==> src/rtl/mem_burst_arbiter_pkg.sv <==
// mem_arb_pkg: shared definitions for the mem_burst arbiter.
//   arb_state_t : arbiter FSM states (IDLE / BUSY / REST)
//   OP_WR/OP_RD : operation bit of a source index (source = 2*channel + op)
//   LEN_BITS    : burst length width used by mem_burst
package mem_arb_pkg;

    typedef enum logic [1:0] {
        ST_IDLE = 2'd0,
        ST_BUSY = 2'd1,
        ST_REST = 2'd2
    } arb_state_t;

    localparam logic OP_WR = 1'b0;
    localparam logic OP_RD = 1'b1;

    localparam int LEN_BITS = 10;

endpackage

==> src/rtl/mem_burst_arbiter_if.sv <==
// mem_burst_arbiter_if: the burst port between the arbiter and mem_burst.
//   master : arbiter side (drives requests, lengths, addresses, write data)
//   slave  : mem_burst side (drives data strobes, read data, finish pulses)
interface mem_burst_arbiter_if #(
    parameter int MEM_DATA_BITS = 64,
    parameter int ADDR_BITS     = 24
);
    import mem_arb_pkg::*;

    logic                     rd_burst_req;
    logic                     wr_burst_req;
    logic [LEN_BITS-1:0]      rd_burst_len;
    logic [LEN_BITS-1:0]      wr_burst_len;
    logic [ADDR_BITS-1:0]     rd_burst_addr;
    logic [ADDR_BITS-1:0]     wr_burst_addr;
    logic [MEM_DATA_BITS-1:0] wr_burst_data;
    logic                     wr_burst_data_req;
    logic [MEM_DATA_BITS-1:0] rd_burst_data;
    logic                     rd_burst_data_valid;
    logic                     rd_burst_finish;
    logic                     wr_burst_finish;

    modport master (
        output rd_burst_req, wr_burst_req, rd_burst_len, wr_burst_len,
               rd_burst_addr, wr_burst_addr, wr_burst_data,
        input  wr_burst_data_req, rd_burst_data, rd_burst_data_valid,
               rd_burst_finish, wr_burst_finish
    );

    modport slave (
        input  rd_burst_req, wr_burst_req, rd_burst_len, wr_burst_len,
               rd_burst_addr, wr_burst_addr, wr_burst_data,
        output wr_burst_data_req, rd_burst_data, rd_burst_data_valid,
               rd_burst_finish, wr_burst_finish
    );

endinterface

==> src/rtl/mem_burst_arbiter_rr_pick.sv <==
// rr_pick: combinational round-robin selector.
//   req : N request bits
//   ptr : index where the search starts (wraps past N-1 to 0)
//   vld : at least one request is set
//   idx : first requesting index at or after ptr
module rr_pick #(
    parameter int N  = 4,
    parameter int IW = 2
) (
    input  logic [N-1:0]  req,
    input  logic [IW-1:0] ptr,
    output logic          vld,
    output logic [IW-1:0] idx
);

    // Walk offsets from farthest to nearest so the nearest hit is written last.
    always_comb begin
        int            s;
        logic [IW-1:0] si;
        vld = 1'b0;
        idx = '0;
        s   = 0;
        si  = '0;
        for (int k = N - 1; k >= 0; k--) begin
            s = int'(ptr) + k;
            if (s >= N) s = s - N;
            si = IW'(s);
            if (req[si]) begin
                vld = 1'b1;
                idx = si;
            end
        end
    end

endmodule

==> src/rtl/mem_burst_arbiter.sv <==
// mem_burst_arbiter: shares one mem_burst port among CH_NUM channels, each with
// an independent read and write request. One burst at a time, round-robin over
// sources s = 2*ch + op (op 0 = write, 1 = read).
//   mem_clk, rst            : clock, async active-high reset
//   init_calib_complete     : no grant while low
//   ch_rd_req / ch_wr_req   : per-channel level requests, held until finish
//   ch_*_len / ch_*_addr    : per-channel packed length / start address
//   ch_wr_data              : per-channel write data
//   ch_wr_data_req          : write strobe to the granted channel
//   ch_rd_data(_valid)      : shared read data, valid to granted channel only
//   ch_rd_finish/wr_finish  : one-cycle burst-done pulses
//   busy                    : arbiter not idle
//   mb                      : burst port toward mem_burst
module mem_burst_arbiter
    import mem_arb_pkg::*;
#(
    parameter int MEM_DATA_BITS = 64,
    parameter int ADDR_BITS     = 24,
    parameter int CH_NUM        = 2
) (
    input  logic                            mem_clk,
    input  logic                            rst,
    input  logic                            init_calib_complete,
    input  logic [CH_NUM-1:0]               ch_rd_req,
    input  logic [CH_NUM-1:0]               ch_wr_req,
    input  logic [CH_NUM*LEN_BITS-1:0]      ch_rd_len,
    input  logic [CH_NUM*LEN_BITS-1:0]      ch_wr_len,
    input  logic [CH_NUM*ADDR_BITS-1:0]     ch_rd_addr,
    input  logic [CH_NUM*ADDR_BITS-1:0]     ch_wr_addr,
    input  logic [CH_NUM*MEM_DATA_BITS-1:0] ch_wr_data,
    output logic [CH_NUM-1:0]               ch_wr_data_req,
    output logic [MEM_DATA_BITS-1:0]        ch_rd_data,
    output logic [CH_NUM-1:0]               ch_rd_data_valid,
    output logic [CH_NUM-1:0]               ch_rd_finish,
    output logic [CH_NUM-1:0]               ch_wr_finish,
    output logic                            busy,
    mem_burst_arbiter_if.master             mb
);

    localparam int NSRC = 2 * CH_NUM;
    localparam int IW   = $clog2(NSRC);
    localparam int CW   = (CH_NUM > 1) ? $clog2(CH_NUM) : 1;

    arb_state_t           state, state_d;
    logic [IW-1:0]        ptr, pick_idx, gnt_src;
    logic [NSRC-1:0]      src_req;
    logic                 pick_vld, pick_op, gnt_op, grant, burst_done;
    logic [CW-1:0]        pick_ch, gnt_ch;
    logic [LEN_BITS-1:0]  sel_len, len_q;
    logic [ADDR_BITS-1:0] sel_addr, addr_q;
    logic                 rd_req_q, wr_req_q;
    logic [CH_NUM-1:0]    rd_fin_q, wr_fin_q;

    function automatic logic [IW-1:0] ptr_after(input logic [IW-1:0] s);
        return (s == IW'(NSRC - 1)) ? '0 : s + 1'b1;
    endfunction

    // Even source = write, odd source = read of the same channel.
    for (genvar c = 0; c < CH_NUM; c++) begin : g_src
        assign src_req[2*c]   = ch_wr_req[c];
        assign src_req[2*c+1] = ch_rd_req[c];
    end

    rr_pick #(.N(NSRC), .IW(IW)) u_pick (
        .req (src_req),
        .ptr (ptr),
        .vld (pick_vld),
        .idx (pick_idx)
    );

    assign pick_op  = pick_idx[0];
    assign pick_ch  = CW'(pick_idx >> 1);
    assign sel_len  = (pick_op == OP_RD) ? ch_rd_len[pick_ch*LEN_BITS +: LEN_BITS]
                                         : ch_wr_len[pick_ch*LEN_BITS +: LEN_BITS];
    assign sel_addr = (pick_op == OP_RD) ? ch_rd_addr[pick_ch*ADDR_BITS +: ADDR_BITS]
                                         : ch_wr_addr[pick_ch*ADDR_BITS +: ADDR_BITS];

    assign grant      = (state == ST_IDLE) && init_calib_complete && pick_vld;
    // Only the finish matching the granted operation ends the burst.
    assign burst_done = (state == ST_BUSY) &&
                        (((gnt_op == OP_RD) && mb.rd_burst_finish) ||
                         ((gnt_op == OP_WR) && mb.wr_burst_finish));

    always_ff @(posedge mem_clk or posedge rst) begin
        if (rst) state <= ST_IDLE;
        else     state <= state_d;
    end

    always_comb begin
        state_d = state;
        case (state)
            ST_IDLE: if (grant) state_d = (sel_len != '0) ? ST_BUSY : ST_REST;
            ST_BUSY: if (burst_done) state_d = ST_REST;
            ST_REST: state_d = ST_IDLE;
            default: state_d = ST_IDLE;
        endcase
    end

    // Grant registers, mem request flops and finish pulses.
    always_ff @(posedge mem_clk or posedge rst) begin
        if (rst) begin
            ptr      <= '0;
            gnt_src  <= '0;
            gnt_ch   <= '0;
            gnt_op   <= OP_WR;
            len_q    <= '0;
            addr_q   <= '0;
            rd_req_q <= 1'b0;
            wr_req_q <= 1'b0;
            rd_fin_q <= '0;
            wr_fin_q <= '0;
        end else begin
            rd_fin_q <= '0;
            wr_fin_q <= '0;
            if (grant) begin
                gnt_src <= pick_idx;
                gnt_ch  <= pick_ch;
                gnt_op  <= pick_op;
                len_q   <= sel_len;
                addr_q  <= sel_addr;
                if (sel_len != '0) begin
                    rd_req_q <= (pick_op == OP_RD);
                    wr_req_q <= (pick_op == OP_WR);
                end else begin
                    // Zero-length: complete locally, mem_burst never sees it.
                    if (pick_op == OP_RD) rd_fin_q[pick_ch] <= 1'b1;
                    else                  wr_fin_q[pick_ch] <= 1'b1;
                    ptr <= ptr_after(pick_idx);
                end
            end
            if (burst_done) begin
                rd_req_q <= 1'b0;
                wr_req_q <= 1'b0;
                if (gnt_op == OP_RD) rd_fin_q[gnt_ch] <= 1'b1;
                else                 wr_fin_q[gnt_ch] <= 1'b1;
                ptr <= ptr_after(gnt_src);
            end
        end
    end

    always_comb begin
        busy             = (state != ST_IDLE);
        ch_wr_data_req   = '0;
        ch_rd_data_valid = '0;
        if (state == ST_BUSY && gnt_op == OP_WR) ch_wr_data_req[gnt_ch]   = mb.wr_burst_data_req;
        if (state == ST_BUSY && gnt_op == OP_RD) ch_rd_data_valid[gnt_ch] = mb.rd_burst_data_valid;
        ch_rd_data       = mb.rd_burst_data;
        mb.wr_burst_data = ch_wr_data[gnt_ch*MEM_DATA_BITS +: MEM_DATA_BITS];
    end

    assign mb.rd_burst_req  = rd_req_q;
    assign mb.wr_burst_req  = wr_req_q;
    assign mb.rd_burst_len  = len_q;
    assign mb.wr_burst_len  = len_q;
    assign mb.rd_burst_addr = addr_q;
    assign mb.wr_burst_addr = addr_q;
    assign ch_rd_finish     = rd_fin_q;
    assign ch_wr_finish     = wr_fin_q;

endmodule

==> src/flat_wrapper.sv <==
// flat-port wrapper written by rule: the top's interface ports become plain ports
module mem_burst_arbiter_flat import mem_arb_pkg::*;
#(
    parameter int MEM_DATA_BITS = 64,
    parameter int ADDR_BITS     = 24,
    parameter int CH_NUM        = 2
)
  (mem_clk, rst, init_calib_complete, ch_rd_req, ch_wr_req, ch_rd_len, ch_wr_len, ch_rd_addr, ch_wr_addr, ch_wr_data, ch_wr_data_req, ch_rd_data, ch_rd_data_valid, ch_rd_finish, ch_wr_finish, busy, mb_rd_burst_req, mb_wr_burst_req, mb_rd_burst_len, mb_wr_burst_len, mb_rd_burst_addr, mb_wr_burst_addr, mb_wr_burst_data, mb_wr_burst_data_req, mb_rd_burst_data, mb_rd_burst_data_valid, mb_rd_burst_finish, mb_wr_burst_finish);
  mem_burst_arbiter_if #(.MEM_DATA_BITS(MEM_DATA_BITS), .ADDR_BITS(ADDR_BITS)) mb_i ();
  input  logic mem_clk;
  input  logic rst;
  input  logic init_calib_complete;
  input  logic [CH_NUM-1:0] ch_rd_req;
  input  logic [CH_NUM-1:0] ch_wr_req;
  input  logic [CH_NUM*LEN_BITS-1:0] ch_rd_len;
  input  logic [CH_NUM*LEN_BITS-1:0] ch_wr_len;
  input  logic [CH_NUM*ADDR_BITS-1:0] ch_rd_addr;
  input  logic [CH_NUM*ADDR_BITS-1:0] ch_wr_addr;
  input  logic [CH_NUM*MEM_DATA_BITS-1:0] ch_wr_data;
  output logic [CH_NUM-1:0] ch_wr_data_req;
  output logic [MEM_DATA_BITS-1:0] ch_rd_data;
  output logic [CH_NUM-1:0] ch_rd_data_valid;
  output logic [CH_NUM-1:0] ch_rd_finish;
  output logic [CH_NUM-1:0] ch_wr_finish;
  output logic busy;
  output wire logic [$bits(mb_i.rd_burst_req)-1:0] mb_rd_burst_req;
  output wire logic [$bits(mb_i.wr_burst_req)-1:0] mb_wr_burst_req;
  output wire logic [$bits(mb_i.rd_burst_len)-1:0] mb_rd_burst_len;
  output wire logic [$bits(mb_i.wr_burst_len)-1:0] mb_wr_burst_len;
  output wire logic [$bits(mb_i.rd_burst_addr)-1:0] mb_rd_burst_addr;
  output wire logic [$bits(mb_i.wr_burst_addr)-1:0] mb_wr_burst_addr;
  output wire logic [$bits(mb_i.wr_burst_data)-1:0] mb_wr_burst_data;
  input wire logic [$bits(mb_i.wr_burst_data_req)-1:0] mb_wr_burst_data_req;
  input wire logic [$bits(mb_i.rd_burst_data)-1:0] mb_rd_burst_data;
  input wire logic [$bits(mb_i.rd_burst_data_valid)-1:0] mb_rd_burst_data_valid;
  input wire logic [$bits(mb_i.rd_burst_finish)-1:0] mb_rd_burst_finish;
  input wire logic [$bits(mb_i.wr_burst_finish)-1:0] mb_wr_burst_finish;
  assign mb_rd_burst_req = mb_i.rd_burst_req;
  assign mb_wr_burst_req = mb_i.wr_burst_req;
  assign mb_rd_burst_len = mb_i.rd_burst_len;
  assign mb_wr_burst_len = mb_i.wr_burst_len;
  assign mb_rd_burst_addr = mb_i.rd_burst_addr;
  assign mb_wr_burst_addr = mb_i.wr_burst_addr;
  assign mb_wr_burst_data = mb_i.wr_burst_data;
  assign mb_i.wr_burst_data_req = mb_wr_burst_data_req;
  assign mb_i.rd_burst_data = mb_rd_burst_data;
  assign mb_i.rd_burst_data_valid = mb_rd_burst_data_valid;
  assign mb_i.rd_burst_finish = mb_rd_burst_finish;
  assign mb_i.wr_burst_finish = mb_wr_burst_finish;
  mem_burst_arbiter #(.MEM_DATA_BITS(MEM_DATA_BITS), .ADDR_BITS(ADDR_BITS), .CH_NUM(CH_NUM)) u_core (.mem_clk(mem_clk), .rst(rst), .init_calib_complete(init_calib_complete), .ch_rd_req(ch_rd_req), .ch_wr_req(ch_wr_req), .ch_rd_len(ch_rd_len), .ch_wr_len(ch_wr_len), .ch_rd_addr(ch_rd_addr), .ch_wr_addr(ch_wr_addr), .ch_wr_data(ch_wr_data), .ch_wr_data_req(ch_wr_data_req), .ch_rd_data(ch_rd_data), .ch_rd_data_valid(ch_rd_data_valid), .ch_rd_finish(ch_rd_finish), .ch_wr_finish(ch_wr_finish), .busy(busy), .mb(mb_i));
endmodule
==> config.mk <==
export PLATFORM = sky130hd
export DESIGN_NAME = mem_burst_arbiter_flat
export DESIGN_NICKNAME = d
export VERILOG_FILES = /design/src/rtl/mem_burst_arbiter_pkg.sv /design/src/rtl/mem_burst_arbiter_if.sv /design/src/rtl/mem_burst_arbiter_rr_pick.sv /design/src/rtl/mem_burst_arbiter.sv /design/src/flat_wrapper.sv
export SDC_FILE = /design/constraint.sdc
export NUM_CORES = 1
export LEC_CHECK = 0
export ABC_AREA = 1
export BUFFER_PORTS_ARGS = -buffer_cell sky130_fd_sc_hd__buf_2
export CORE_AREA = 2 2 211 213
export CTS_CLUSTER_SIZE = 14
export DETAILED_ROUTE_END_ITERATION = 10
export DIE_AREA = 0 0 213 215
export GPL_TIMING_DRIVEN = 1
export PLACE_DENSITY_LB_ADDON = 0.25
export SYNTH_ARGS = -nofsm -noshare
export SYNTH_HDL_FRONTEND = slang
export SYNTH_HIERARCHICAL = 1
export SYNTH_SLANG_ARGS = --single-unit
==> constraint.sdc <==
create_clock -name mem_clk -period 3.2 [get_ports mem_clk]
set_input_delay 0.48 -clock mem_clk [delete_from_list [all_inputs] [get_ports mem_clk]]
set_output_delay 0.48 -clock mem_clk [all_outputs]
set_load 0.05 [all_outputs]
==> run metrics <==
outcome=completed; post-layout util=15.64%; clock skew=0.01032 ns; post-synth top area cell=nand2_1; drt wl/cell=14.14 um; die area=0.04580 mm^2; number of distinct library cells after synthesis=31; synth warn=6; Crit. End Element=register; total gr overflow=0; Starting DRT DRC Count=about 210; placed wire-length estimate=a little under 20000 um; Layout area overhead=45.53%; leak pwr=about 3.9 nW; placed instance count=~1700; Root Buffer=clkbuf_16; global placer's final weighted congestion=about 0.75; Buffers on Ports=roughly 420; CTS tree=yes; synthesized instance count=785; clk_lat worst skew=~0.3 ns; post-route insts no fill=1671; arrival time at the worst endpoint=between 2 and 3 ns; initial antenna violation count=3; global-route wire length before repair=32410 um; Hold Buf Count CTS=0; Starting Density=10.75%; CP Data Required Time=around 3.3 ns; Synth area leaders=nand2_1, dfrtp_1, buf_4; Filler cells=5132; Routed Antenna Nets=0; Tot GR Track Use=a little under a tenth; worst reg-to-reg setup slack=roughly 0.52 ns; Mapped Area=approximately 0.0047 mm^2; Power Dens Cells=between 1000 and 1500 mW/mm^2; R2R depth=18; CTS sink cnt=46; layout cell share with drive strength beyond 1=a little over two fifths; number of CTS-inserted buffers=5; Via density=3.540; Clock Path Buffers=2; post-CTS setup buffer count=0; Worst Hold Class=primary input to async pin; crit path max fanout=28; Die Y=roughly 220 um; vias in the first global route=5587; reg2reg end=u_core/ch_wr_finish[0]$_DFF_PP0_; Worst R2R Start=u_core/ptr[0]$_DFFE_PP0P_; core area=between 0.04 and 0.05 mm^2; Synthesized Nets=1129; total negative slack=0 ns; period utilization=a little over four fifths; worst vdd ir=605.7 uV; clock input transition at the sequential cells of the worst setup and hold paths=0.07 ns; Finished Cell Area=between 0.006 and 0.007 mm^2; sequential-to-total area share from yosys stat=between 20% and 30%; Final #Nets=about 1400; post-CTS resize count=0; Period minus WS final=2.678 ns; n_diodes=0; vias=5915; Fmax=around 370 MHz; MaxCap Viol Count=0; max-slew violations=0; htree depth=2; Synth Register Bits=46; Rel. slew slack=47.90%; Least-Margin Pin Slew=approximately 0.78 ns; Die W=about 210 um; post-synth top area share=between 20% and 30%; unrepaired setup endpoints after global routing=no; largest net degree at the start of global routing=71; syn_area_per_cell=5.975 um^2; Final setup viols=0; drt drc=0; Pre-Repair DR Iteration Count=4; placed inst area=approximately 0.0067 mm^2; Top Ports=546; Fin. Hold Viols=0; Setup CP Type=register to register; Cell Rows=77; final wirelength=around 24000 um; Setup crit start kind=register
-- metrics by stage --
| stage | setup slack, ns | hold slack, ns | power [W] |
|---|---|---|---|
| floorplan | 0.7761 | 0.4833 | 0.006740 |
| finish | 0.5221 | 0.2575 | 0.008481 |
| global route | 0.1760 | 0.2963 | 0.009186 |
| detailed placement | 0.4907 | 0.4884 | 0.008067 |
| global placement | 0.5119 | 0.4989 | 0.008078 |
| CTS | 0.4724 | 0.2801 | 0.008651 |
-- Yosys cell counts --
cell / number
inv_6: 1
o21ai_1: 1
nand4_1: 2
inv_1: 18
nor2_4: 1
nor2_2: 1
buf_6: 7
clkinv_2: 2
nand2_2: 10
buf_1: 3
inv_2: 2
a31oi_1: 13
o22ai_1: 12
nor3_1: 4
nand3_1: 33
a21oi_1: 1
ha_1: 5
nor2_1: 93
nand2_4: 1
nand2_1: 324
dfrtp_1: 46
and2_4: 1
nand3_4: 1
buf_4: 99
clkbuf_1: 23
a21boi_1: 1
buf_2: 11
mux2_2: 1
o21ai_2: 1
o21ai_0: 66
clkinv_1: 1
-- logic make-up (layout without fill, tap and decap cells) --
group | after synthesis | count (layout) | synth area share [%]
and+or+nand+nor | 471 | 471 | 40.09
buffers and inverters | 167 | 461 | 22.86
AOI/OAI and AO/OA | 95 | 95 | 10.94
DFF | 46 | 46 | 24.54
adders and majority gates | 5 | 5 | 1.334
muxes | 1 | 1 | 0.2400
-- worst max-delay path, stage by stage, from the launching register on --
cell	delay [ns]
dfrtp_1	0.58
inv_1	0.15
nand2_1	0.14
nand3_1	0.10
nand2_1	0.08
nand3_1	0.08
nand2_1	0.07
nand2_1	0.06
nand2_2	0.15
buf_4	0.29
nand2_1	0.09
nand3_1	0.09
nand2_1	0.09
nand2_1	0.07
inv_1	0.06
nand3_4	0.15
inv_1	0.07
nand3_1	0.07
o21ai_0	0.10
-- routing by layer --
metal  vias to the layer above  part of all wire [%]  routed length [um]  GRT usage [%]
met3                        53                   9.1                2144          2.017
met4                         4                   3.3                 768          3.613
li1                       2946                     -                   -              -
met5                         -                 0.093                  22              0
met2                       307                    51               12020          18.50
met1                      2605                    37                8674          9.737
-- cell type report --
cell class	count	area, um^2	area share, %
Tap cell	592	740.7	10.85
Timing Repair Buffer	429	2202	32.26
Sequential cell	46	1152	16.88
Clock inverter	1	5.005	0.07331
Inverter	24	97.59	1.430
Clock buffer	7	142.6	2.089
Multi-Input combinational cell	572	2486	36.42
-- how the worst max path moves through the flow --
stage | from | to | slack, ns | depth (start not counted)
detailed placement | u_core/ptr[0]$_DFFE_PP0P_ | u_core/ch_wr_finish[0]$_DFF_PP0_ | 0.49 | 18
floorplan | u_core/ptr[0]$_DFFE_PP0P_ | u_core/ptr[1]$_DFFE_PP0P_ | 0.78 | 15
global route | u_core/ptr[0]$_DFFE_PP0P_ | u_core/ch_wr_finish[0]$_DFF_PP0_ | 0.18 | 18
finish | u_core/ptr[0]$_DFFE_PP0P_ | u_core/ch_wr_finish[0]$_DFF_PP0_ | 0.52 | 18
CTS | u_core/ptr[0]$_DFFE_PP0P_ | u_core/ch_wr_finish[0]$_DFF_PP0_ | 0.47 | 18
global placement | u_core/ptr[0]$_DFFE_PP0P_ | u_core/mb.rd_burst_addr[21]$_DFFE_PP0P_ | 0.51 | 14
-- cells in the final DEF, fill, tap and decap left out, types with 2 or more instances in the layout --
| cell type | netlist | routed |
|---|---|---|
| o22ai_1 | 12 | 12 |
| nand2_1 | 324 | 323 |
| clkinv_2 | 2 | 3 |
| ha_1 | 5 | 5 |
| inv_2 | 2 | 3 |
| nor2_1 | 93 | 93 |
| nand3_1 | 33 | 32 |
| buf_12 | 0 | 2 |
| clkbuf_16 | 0 | 5 |
| nand2_2 | 10 | 11 |
| buf_4 | 99 | 10 |
| dfrtp_1 | 46 | 45 |
| a31oi_1 | 13 | 13 |
| inv_1 | 18 | 17 |
| buf_2 | 11 | 417 |
| nand4_1 | 2 | 2 |
| nor3_1 | 4 | 4 |
| o21ai_0 | 66 | 66 |
-- flip-flops by register name (all words and copies together), names as in the netlist --
signal and cells:
u_core/mb.wr_burst_req 1, u_core/mb.rd_burst_addr 24, u_core/ptr 2, u_core/gnt_src 2
u_core/state 2, u_core/mb.rd_burst_len 10, u_core/ch_wr_finish 2, u_core/ch_rd_finish 2
u_core/mb.rd_burst_req 1
-- power breakdown --
group / internal (W) / leakage [nW] / switching (W) / total, W
Clock: 0.000311 / 0.0739 / 0.000243 / 0.000554
Sequential: 0.000850 / 0.559 / 0.000279 / 0.00113
Combinational: 0.00162 / 3.22 / 0.00518 / 0.00680
Total: 0.00278 / 3.85 / 0.00570 / 0.00848
Note: power is estimated with default switching activity, not from simulation.
